**config.mk**
```make
export PLATFORM = sky130hd
export DESIGN_NAME = dataflow_engine_flat
export DESIGN_NICKNAME = d
export VERILOG_FILES = /design/src/rtl/dataflow_engine_if.sv /design/src/rtl/dataflow_engine.sv /design/src/flat_wrapper.sv
export SDC_FILE = /design/constraint.sdc
export NUM_CORES = 1
export LEC_CHECK = 0
export BUFFER_PORTS_ARGS = -buffer_cell sky130_fd_sc_hd__buf_2
export CAP_MARGIN = 20
export CORE_MARGIN = 10
export CORE_UTILIZATION = 53
export DETAILED_ROUTE_END_ITERATION = 8
export PLACE_DENSITY = 0.75
export SYNTH_ARGS = -nofsm -noshare
export SYNTH_HDL_FRONTEND = slang
export SYNTH_SLANG_ARGS = --single-unit
```
**constraint.sdc**
```tcl
create_clock -name clk -period 4.5 [get_ports clk]
set_input_delay 0.225 -clock clk [delete_from_list [all_inputs] [get_ports clk]]
set_output_delay 0.225 -clock clk [all_outputs]
set_load 0.05 [all_outputs]
```
**src/rtl/dataflow_engine_if.sv**
```systemverilog
// Command channel of dataflow_engine: valid/ready command fields plus the
// external read-data strobe that commands with src=data_in wait on.
// master: sequencer side (drives commands and data), slave: engine side.
interface dataflow_engine_if #(
  parameter int DATA_W = 8,
  parameter int NREGS  = 4
);
  localparam int RW = (NREGS > 1) ? $clog2(NREGS) : 1;

  logic              cmd_valid;
  logic              cmd_ready;
  logic [2:0]        cmd_src;
  logic [RW-1:0]     cmd_sidx;
  logic              cmd_wreg;
  logic [RW-1:0]     cmd_didx;
  logic [3:0]        cmd_dest;
  logic [2:0]        cmd_pc;
  logic [2:0]        cmd_alu;
  logic [DATA_W-1:0] data_in;
  logic              data_valid;

  modport master (
    output cmd_valid, cmd_src, cmd_sidx, cmd_wreg, cmd_didx, cmd_dest,
           cmd_pc, cmd_alu, data_in, data_valid,
    input  cmd_ready
  );

  modport slave (
    input  cmd_valid, cmd_src, cmd_sidx, cmd_wreg, cmd_didx, cmd_dest,
           cmd_pc, cmd_alu, data_in, data_valid,
    output cmd_ready
  );
endinterface

```
**src/rtl/dataflow_engine.sv**
```systemverilog
// Purpose: width-parametrised micro-op datapath (regs, PC, ABL/ABH/DOR, ALU+PSR) fed by a command FIFO.
// Latency: command accepted at edge t executes at edge t+2; one command per cycle sustained.
// Backpressure: cmd_ready = !full (no pass-through, 0 in reset); head stalls while it needs data_in and data_valid=0.
// Ports: clk, nrst (sync active-low), cmd_if (slave: commands + data_in/data_valid),
//        dor/abl/abh (DATA_W), pc {PCH,PCL}, psr {N,V,Z,C}, busy (FIFO non-empty).
module dataflow_engine #(
  parameter int DATA_W = 8,
  parameter int NREGS  = 4,
  parameter int DEPTH  = 4
) (
  input  logic                  clk,
  input  logic                  nrst,
  dataflow_engine_if.slave      cmd_if,
  output logic [DATA_W-1:0]     dor,
  output logic [DATA_W-1:0]     abl,
  output logic [DATA_W-1:0]     abh,
  output logic [2*DATA_W-1:0]   pc,
  output logic [3:0]            psr,
  output logic                  busy
);
  localparam int RW = (NREGS > 1) ? $clog2(NREGS) : 1;
  localparam int AW = $clog2(DEPTH);
  localparam int MSB = DATA_W - 1;
  localparam logic [AW:0]         PTR_ONE = {{AW{1'b0}}, 1'b1};
  localparam logic [2*DATA_W-1:0] PC_ONE  = {{(2*DATA_W-1){1'b0}}, 1'b1};

  typedef struct packed {
    logic [2:0]    src;
    logic [RW-1:0] sidx;
    logic          wreg;
    logic [RW-1:0] didx;
    logic [3:0]    dest;
    logic [2:0]    pc;
    logic [2:0]    alu;
  } cmd_t;

  // ---------------- command FIFO ----------------
  cmd_t        fifo_mem [DEPTH];
  logic [AW:0] wr_ptr, rd_ptr;
  // wr_ptr delayed one cycle: an entry becomes eligible to execute only in the
  // cycle after it was written, giving the fixed two-edge accept-to-execute latency.
  logic [AW:0] vis_ptr;
  logic        full, empty, head_vld, push, stall, exec;
  cmd_t        cmd_in, head;

  assign cmd_in = '{src:  cmd_if.cmd_src,  sidx: cmd_if.cmd_sidx,
                    wreg: cmd_if.cmd_wreg, didx: cmd_if.cmd_didx,
                    dest: cmd_if.cmd_dest, pc:   cmd_if.cmd_pc,
                    alu:  cmd_if.cmd_alu};

  assign full     = (wr_ptr[AW] != rd_ptr[AW]) && (wr_ptr[AW-1:0] == rd_ptr[AW-1:0]);
  assign empty    = (wr_ptr == rd_ptr);
  assign head_vld = (vis_ptr != rd_ptr);
  assign cmd_if.cmd_ready = nrst && !full;
  assign push     = cmd_if.cmd_valid && cmd_if.cmd_ready;
  assign head     = fifo_mem[rd_ptr[AW-1:0]];
  assign stall    = (head.src == 3'd1) && !cmd_if.data_valid;
  assign exec     = head_vld && !stall;
  assign busy     = !empty;

  always_ff @(posedge clk) begin
    if (push) fifo_mem[wr_ptr[AW-1:0]] <= cmd_in;
  end

  // ---------------- datapath ----------------
  logic [DATA_W-1:0] regs [NREGS];
  logic [DATA_W-1:0] alu_r;
  logic [DATA_W-1:0] bus;

  always_comb begin
    bus = '0;
    case (head.src)
      3'd0: bus = '0;
      3'd1: bus = cmd_if.data_in;
      3'd2: bus = regs[head.sidx];
      3'd3: bus = alu_r;
      3'd4: bus = pc[DATA_W-1:0];
      3'd5: bus = pc[2*DATA_W-1:DATA_W];
      3'd6: bus = {{(DATA_W-4){1'b0}}, psr};
      default: bus = '1;
    endcase
  end

  // ALU and PSR next-state: bus load first, then ALU-updated flags override.
  logic [DATA_W-1:0] alu_a, alu_b, b_op, alu_res;
  logic [DATA_W:0]   sum;
  logic              cin;
  logic [3:0]        psr_n;

  always_comb begin
    alu_a   = regs[0];
    alu_b   = bus;
    cin     = psr[0];
    b_op    = (head.alu == 3'd2) ? ~alu_b : alu_b;
    sum     = {1'b0, alu_a} + {1'b0, b_op} + {{DATA_W{1'b0}}, cin};
    alu_res = alu_r;
    psr_n   = psr;
    if (head.dest[3]) psr_n = {bus[MSB], bus[DATA_W-2], bus[1], bus[0]};
    case (head.alu)
      3'd1, 3'd2: begin
        alu_res  = sum[DATA_W-1:0];
        psr_n[0] = sum[DATA_W];
        psr_n[2] = (alu_a[MSB] == b_op[MSB]) && (alu_res[MSB] != alu_a[MSB]);
      end
      3'd3: alu_res = alu_a & alu_b;
      3'd4: alu_res = alu_a | alu_b;
      3'd5: alu_res = alu_a ^ alu_b;
      3'd6: begin
        alu_res  = {alu_b[DATA_W-2:0], cin};
        psr_n[0] = alu_b[MSB];
      end
      3'd7: begin
        alu_res  = {cin, alu_b[DATA_W-1:1]};
        psr_n[0] = alu_b[0];
      end
      default: alu_res = alu_r;
    endcase
    if (head.alu != 3'd0) begin
      psr_n[1] = (alu_res == '0);
      psr_n[3] = alu_res[MSB];
    end
  end

  logic [2*DATA_W-1:0] pc_n;

  always_comb begin
    pc_n = pc;
    case (head.pc)
      3'd1: pc_n = pc + PC_ONE;
      3'd2: pc_n = pc - PC_ONE;
      3'd3: pc_n = {pc[2*DATA_W-1:DATA_W], bus};
      3'd4: pc_n = {bus, pc[DATA_W-1:0]};
      default: pc_n = pc;
    endcase
  end

  always_ff @(posedge clk) begin
    if (!nrst) begin
      wr_ptr  <= '0;
      rd_ptr  <= '0;
      vis_ptr <= '0;
      for (int i = 0; i < NREGS; i++) regs[i] <= '0;
      alu_r   <= '0;
      psr     <= '0;
      pc      <= '0;
      dor     <= '0;
      abl     <= '0;
      abh     <= '0;
    end else begin
      vis_ptr <= wr_ptr;
      if (push) wr_ptr <= wr_ptr + PTR_ONE;
      if (exec) begin
        rd_ptr <= rd_ptr + PTR_ONE;
        if (head.wreg)    regs[head.didx] <= bus;
        if (head.dest[0]) dor <= bus;
        if (head.dest[1]) abl <= bus;
        if (head.dest[2]) abh <= bus;
        if (head.alu != 3'd0) alu_r <= alu_res;
        psr <= psr_n;
        pc  <= pc_n;
      end
    end
  end
endmodule

```
**src/flat_wrapper.sv**
```systemverilog
// flat-port wrapper written by rule: the top's interface ports become plain ports
module dataflow_engine_flat 
#(
  parameter int DATA_W = 8,
  parameter int NREGS  = 4,
  parameter int DEPTH  = 4
)
  (clk, nrst, dor, abl, abh, pc, psr, busy, cmd_if_cmd_valid, cmd_if_cmd_src, cmd_if_cmd_sidx, cmd_if_cmd_wreg, cmd_if_cmd_didx, cmd_if_cmd_dest, cmd_if_cmd_pc, cmd_if_cmd_alu, cmd_if_data_in, cmd_if_data_valid, cmd_if_cmd_ready);
  dataflow_engine_if #(.DATA_W(DATA_W), .NREGS(NREGS)) cmd_if_i ();
  input  logic clk;
  input  logic nrst;
  output logic [DATA_W-1:0] dor;
  output logic [DATA_W-1:0] abl;
  output logic [DATA_W-1:0] abh;
  output logic [2*DATA_W-1:0] pc;
  output logic [3:0] psr;
  output logic busy;
  input wire logic [$bits(cmd_if_i.cmd_valid)-1:0] cmd_if_cmd_valid;
  input wire logic [$bits(cmd_if_i.cmd_src)-1:0] cmd_if_cmd_src;
  input wire logic [$bits(cmd_if_i.cmd_sidx)-1:0] cmd_if_cmd_sidx;
  input wire logic [$bits(cmd_if_i.cmd_wreg)-1:0] cmd_if_cmd_wreg;
  input wire logic [$bits(cmd_if_i.cmd_didx)-1:0] cmd_if_cmd_didx;
  input wire logic [$bits(cmd_if_i.cmd_dest)-1:0] cmd_if_cmd_dest;
  input wire logic [$bits(cmd_if_i.cmd_pc)-1:0] cmd_if_cmd_pc;
  input wire logic [$bits(cmd_if_i.cmd_alu)-1:0] cmd_if_cmd_alu;
  input wire logic [$bits(cmd_if_i.data_in)-1:0] cmd_if_data_in;
  input wire logic [$bits(cmd_if_i.data_valid)-1:0] cmd_if_data_valid;
  output wire logic [$bits(cmd_if_i.cmd_ready)-1:0] cmd_if_cmd_ready;
  assign cmd_if_i.cmd_valid = cmd_if_cmd_valid;
  assign cmd_if_i.cmd_src = cmd_if_cmd_src;
  assign cmd_if_i.cmd_sidx = cmd_if_cmd_sidx;
  assign cmd_if_i.cmd_wreg = cmd_if_cmd_wreg;
  assign cmd_if_i.cmd_didx = cmd_if_cmd_didx;
  assign cmd_if_i.cmd_dest = cmd_if_cmd_dest;
  assign cmd_if_i.cmd_pc = cmd_if_cmd_pc;
  assign cmd_if_i.cmd_alu = cmd_if_cmd_alu;
  assign cmd_if_i.data_in = cmd_if_data_in;
  assign cmd_if_i.data_valid = cmd_if_data_valid;
  assign cmd_if_cmd_ready = cmd_if_i.cmd_ready;
  dataflow_engine #(.DATA_W(DATA_W), .NREGS(NREGS), .DEPTH(DEPTH)) u_core (.clk(clk), .nrst(nrst), .cmd_if(cmd_if_i), .dor(dor), .abl(abl), .abh(abh), .pc(pc), .psr(psr), .busy(busy));
endmodule
```
==> Yosys cells after proc, flatten, opt, wreduce, memory -nomap -nowiden <==
Memory sizes are Yosys's and may differ from the RTL's. A register that Yosys moved wholly into a read port is not among the register bits.
Cells that the tools add are included.
{ "op_classes": {"muxes": 21, "reduce_logical": 29, "order_cmp": 0, "eq_ne": 23, "shifts": 0, "n_bitwise": 6, "n_div": 0, "addsub": 6, "multipliers": 0} }
{ "op_table": {"columns": ["cell", "n"], "rows": [
  ["16-bit case mux with 4 select lines", 1],
  ["8-bit case mux with 7 select lines", 1],
  ["8-bit case mux with 6 select lines", 1],
  ["3-bit == test (second input constant)", 8],
  ["3-bit by 2-bit == test with 1-bit output (second input constant)", 6],
  ["16-bit by 1-bit adder with 16-bit output (second input constant)", 1],
  ["8-bit two-way mux", 2],
  ["16-bit by 1-bit subtractor with 16-bit output (second input constant)", 1],
  ["2-bit AND reduction", 7],
  ["1-bit two-way mux", 11],
  ["8-bit by 8-bit adder with 9-bit output", 1],
  ["9-bit by 1-bit adder with 9-bit output", 1],
  ["3-bit by 1-bit == test with 1-bit output (second input constant)", 3],
  ["3-bit nonzero test", 3],
  ["8-bit bitwise AND", 1],
  ["8-bit logical NOT", 1],
  ["8-bit inverter", 1],
  ["8-bit OR", 1],
  ["8-bit OR reduction", 1],
  ["8-bit XOR", 1],
  ["3-bit by 1-bit adder with 3-bit output (second input constant)", 2],
  ["1-bit logical AND", 6],
  ["2-bit two-way mux", 3],
  ["3-bit AND reduction", 2],
  ["13 further kinds", 19]
]} }
{ "word_totals": {"ram_bits": 104, "mem_bits_ro": 0, "mem_count": 2, "latch_bits": 0, "register_bits": 61} }
{ "memory_table": {"columns": ["memory", "depth", "width", "rd", "rd_ports_with_merged_regs", "wr", "line_no", "source"], "rows": [
  ["u_core.fifo_mem", 4, 18, 1, 1, 1, "dataflow_engine.sv:38", "cmd_t fifo_mem [DEPTH];"],
  ["u_core.regs", 4, 8, 2, 0, 4, "dataflow_engine.sv:66", "logic [DATA_W-1:0] regs [NREGS];"]
]} }

==> Longest topological paths before layout <==
{ "logic_depth": {"depth_word": 9, "ltp_mapped": 22, "ltp_nobuf": 19} }

==> Worst setup path before layout <==
OpenSTA, ideal clock, no wires.
{ "synth_timing": {"kind": "register to register", "startpoint": "register (tool-made name)", "endpoint": "register u_core.psr[1]", "t_required_ns": 4.442, "arrival_ns": 4.591, "n_path_buf": 3, "stages_incl_launch_ff": 21, "setup_time_ns": 0.058, "setup_slack_ns": -0.149, "cell_sequence": "dfxtp_1 > buf_6 > mux4_2 > clkbuf_1 > mux2_2 > a21oi_1 > a21oi_1 > a21oi_1 > clkbuf_1 > xnor2_1 > ha_1 > nor2b_1 > o31a_1 > o21ai_0 > or3b_2 > a32oi_1 > o21ai_0 > a21oi_1 > o311a_1 > and3_1 > o211a_1"} }
{ "synth_lines": {"columns": ["element", "line_no", "source"], "rows": [
  ["to (signal assigned)", "dataflow_engine.sv:159", "psr <= psr_n;"],
  ["to (decl)", "dataflow_engine.sv:18", "output logic [3:0] psr,"]
]} }

==> metrics.md <==
| Metric | Value |
|---|---|
| H-tree levels | `4` |
| Number of DRC violations after detailed routing | `0` |
| Top Family by Delay on Critical Path | `compound AO/OA/AOI/OAI gates` |
| Antenna violations before repair | `0` |
| Overall via count from detail_route | `6,988` |
| Type of the most critical hold path | `in2reg` |
| Cell type contributing the most total cell area after synthesis | `sky130_fd_sc_hd__edfxtp_1` |
| Area Growth Syn to Fin | `18.3%` |
| Floorplan core area | `16,600 sq um` |
| R2R cell count | `18` |
| Async set or reset register ratio after synthesis | `0` |
| Share of the clock period used by the worst path | `0.994` |
| Most frequent standard cell in the layout excluding fill and tap cells | `sky130_fd_sc_hd__edfxtp_1` |
| Area fraction of the dominant cell type after synthesis | `0.347` |
| Clock Skew | `0.0139 ns` |
| Type of destination of the critical path | `flop` |
| Number of DRC markers in iteration 0 | `563` |
| Post-synth cell types | `66` |
| Number of nets produced by synthesis | `892` |
| Global placer's final weighted congestion | `0.919` |
| Critical path required time | `4.87 ns` |
| Number of warnings printed during yosys synthesis | `0` |
| Max-cap violations | `0` |
| Die outline height | `150 um` |
| Max Freq | `0.223 GHz` |
| Synthesized flop and latch total | `167` |
| Post-synthesis instance area | `8990 sq um` |
| Outcome | `complete, no violations` |
| Post-place instance area | `9740 sq um` |
| Post-route design area | `10,600 sq um` |
| Worst path cell trace | `buf_6 > mux4_2 > mux2i_2 > a211oi_2 > o221ai_4 > inv_2 > xnor2_2 > fa_2 > fa_2 > nor2b_2 > o31a_1 > a21oi_2 > o31ai_2 > a221oi_2 > a221o_1 > a211oi_2 > and3_1 > o211a_1` |
| Post-layout net count | `996` |
| Reported leakage power | `4.61 nW` |
| Number of flops mapped to enable cells by yosys | `104` |
| Number of hold-slack violations in the final timing report | `0` |
| Worst reg2reg endpoint | `u_core.psr[1]$_SDFFE_PN0P_` |
| Most area-consuming cells after synthesis | `sky130_fd_sc_hd__edfxtp_1, sky130_fd_sc_hd__dfxtp_1, sky130_fd_sc_hd__ha_1` |
| Total GRT Usage | `0.214` |
| Die width | `150 um` |
| Routed len/inst | `21.1 um` |
| Crit path arrival time | `4.85 ns` |
| Detailed-routed wire length on met2 | `11,600 um` |
| Setup slack on the worst flop-to-flop path | `0.03 ns` |
| Sequential fraction of the synthesis area | `0.488` |
| I/O pin total | `76` |
| M1 WL | `10,200 um` |
| Post-CTS clock slew at the launch and capture registers of the worst setup and hold paths | `0.07 ns` |
| Top FF cell, synth | `sky130_fd_sc_hd__edfxtp_1` |
| Final HPWL from detailed placement | `17,000 um` |
| CTS tree | `yes` |
| Mapped Avg Cell Area | `11.0 sq um` |
| Vias in the first global route | `6,840` |
| Via-per-instance ratio | `6.06` |
| Cell area power density | `737 nW/um^2` |
| Number of sinks driven by the clock tree | `167` |
| Port Buf Inserts | `75` |
| Residual overflow from global routing | `0` |
| Crit path launch type | `flop` |
| Top fanout value on the critical path | `6` |
| RSZ-0062 raised after global routing | `true` |
| Max-slew violation count | `0` |
| Clock latency at the later pin of the worst-skew pair | `0.43 ns` |
| Number of search-and-repair iterations in the first detailed-routing pass | `7` |
| First-pass GRT wire length | `37,400 um` |
| Count of inserted antenna diode cells | `0` |
| Most frequent cells in the layout | `sky130_fd_sc_hd__edfxtp_1, sky130_fd_sc_hd__nand2_1, sky130_fd_sc_hd__buf_2, sky130_fd_sc_hd__nor2_1, sky130_fd_sc_hd__dfxtp_1` |
| Pre-CTS setup slack | `-0.0258 ns` |
| Pin count of the biggest net entering global routing | `48` |
| Termination of the worst setup path | `u_core.psr[1]$_SDFFE_PN0P_` |
| Effective utilization at floorplan | `0.542` |
| TritonCTS buffer count | `17` |
| Max-Slew Margin vs Limit | `0.337` |
| Placement Rows | `47` |
| Final Total Pwr | `0.00784 W` |
| Transition time at the pin with the least slew margin | `0.995 ns` |
| Post-Syn Instances | `817` |
| Fillers | `1,321` |
| Number of logic stages on the critical path including buffering | `18` |
| Critical-path top delay cell | `sky130_fd_sc_hd__mux4_2` |
| Routed length on met3 | `1890 um` |
| Proportion of layout cells with a drive suffix above 1 | `0.251` |
| Top Metal Used | `met4` |
| Worst IR drop on VDD | `0.485 mV` |
| Root buffer cell | `sky130_fd_sc_hd__clkbuf_16` |
| Die Outline Area | `22,600 sq um` |
| Antenna Nets Post-Route | `0` |
| Bufs and invs on worst path | `2` |
| Min Tclk post-route | `4.47 ns` |
| Setup ws final | `0.0255 ns` |
| Final setup violation count | `0` |
| Final wirelength | `24,400 um` |
| Critical path class | `reg2reg` |
| Slowest stage delay, CP | `0.59 ns` |
| Largest buffer count on any clock path | `2` |
-- final cells by class --
cell class / count / area, sq um / share of cell area
multi-input cells: 565 / 4410 / 0.415
flip-flops and latches: 167 / 4390 / 0.413
repair buffers: 136 / 858 / 0.0807
clock buffers: 21 / 472 / 0.0444
well taps: 220 / 275 / 0.0259
inverters: 34 / 128 / 0.0120
clock inverters: 11 / 101 / 0.00953
-- flip-flops by register name, summed over array words and instances (netlist names), named ones only --
signal	cells
u_core.pc	16
u_core.wr_ptr	3
u_core.alu_r	8
u_core.dor	8
u_core.regs	32
u_core.fifo_mem	72
u_core.abl	8
u_core.abh	8
u_core.psr	4
u_core.vis_ptr	3
u_core.rd_ptr	3
-- cell usage after synthesis (all sizes together) (4+ instances only) --
master	n
a211oi	12
a21o	6
a21oi	37
a221oi	4
a31oi	8
and2	11
and3	8
buf	16
clkbuf	36
dfxtp	63
edfxtp	104
ha	42
inv	34
mux2	7
mux2i	24
mux4	18
nand2	76
nand2b	7
nand3	14
nor2	72
nor2b	18
nor3	7
o211a	41
o211ai	10
o21a	5
o21ai	34
o221ai	12
o31ai	5
or2	4
xnor2	24
xor2	11
-- routing by layer --
metal,GRT usage,up-vias
li1,-,3255
met1,0.273,3381
met2,0.349,297
met3,0.0513,55
met4,0.0773,0
met5,0,-
-- power breakdown --
group	switching, W	internal (W)
Combinational	0.00274	0.00156
Clock	0.000647	0.000776
Sequential	0.000223	0.00189
Total	0.00361	0.00423
-- cell families (layout without fill, tap and decap cells) --
group,after synthesis,count (layout),synth area share
simple gates,227,227,0.115
compound gates,207,207,0.177
flops,167,167,0.488
buf+inv,86,202,0.0394
mux,49,50,0.0806
fa+ha+maj,46,46,0.0663
xor+xnor,35,35,0.0341
-- timing repair --
action / CTS / global route
setup buffers: 1 / 9
cloned: 1 / 0
endpoints found under the setup margin: 2 / 5
hold endpoints to repair: 23 / 0
pin swaps: 0 / 18
gates resized for setup: 4 / 30
hold buffers: 7 / 0
-- stage by stage --
stage	hold WS, ns	utilization	setup TNS (ns)	instances
detailed placement	0.443	0.587	-0.0258	1101
global placement	0.440	0.587	0	1101
finish	0.0155	0.641	0	1154
CTS	0.00301	0.629	0	1142
floorplan	0.324	-	0	817
global route	0.00228	0.641	-0.201	1154
-- worst min path at each step --
stage	start	end	slack (ns)	cells past startpoint
4_1_cts	cmd_if_cmd_src[1]	u_core.fifo_mem[1][16]$_DFFE_PP_	0.003	1
5_1_grt	cmd_if_cmd_src[1]	u_core.fifo_mem[1][16]$_DFFE_PP_	0.002	1
3_5_place_dp	cmd_if_cmd_pc[1]	u_core.fifo_mem[0][4]$_DFFE_PP_	0.44	1
6_report	cmd_if_cmd_pc[2]	u_core.fifo_mem[3][5]$_DFFE_PP_	0.02	1
2_1_floorplan	cmd_if_cmd_alu[0]	u_core.fifo_mem[0][0]$_DFFE_PP_	0.32	0
3_3_place_gp	cmd_if_cmd_pc[1]	u_core.fifo_mem[2][4]$_DFFE_PP_	0.44	1
Power figures use the tool's default switching activity.
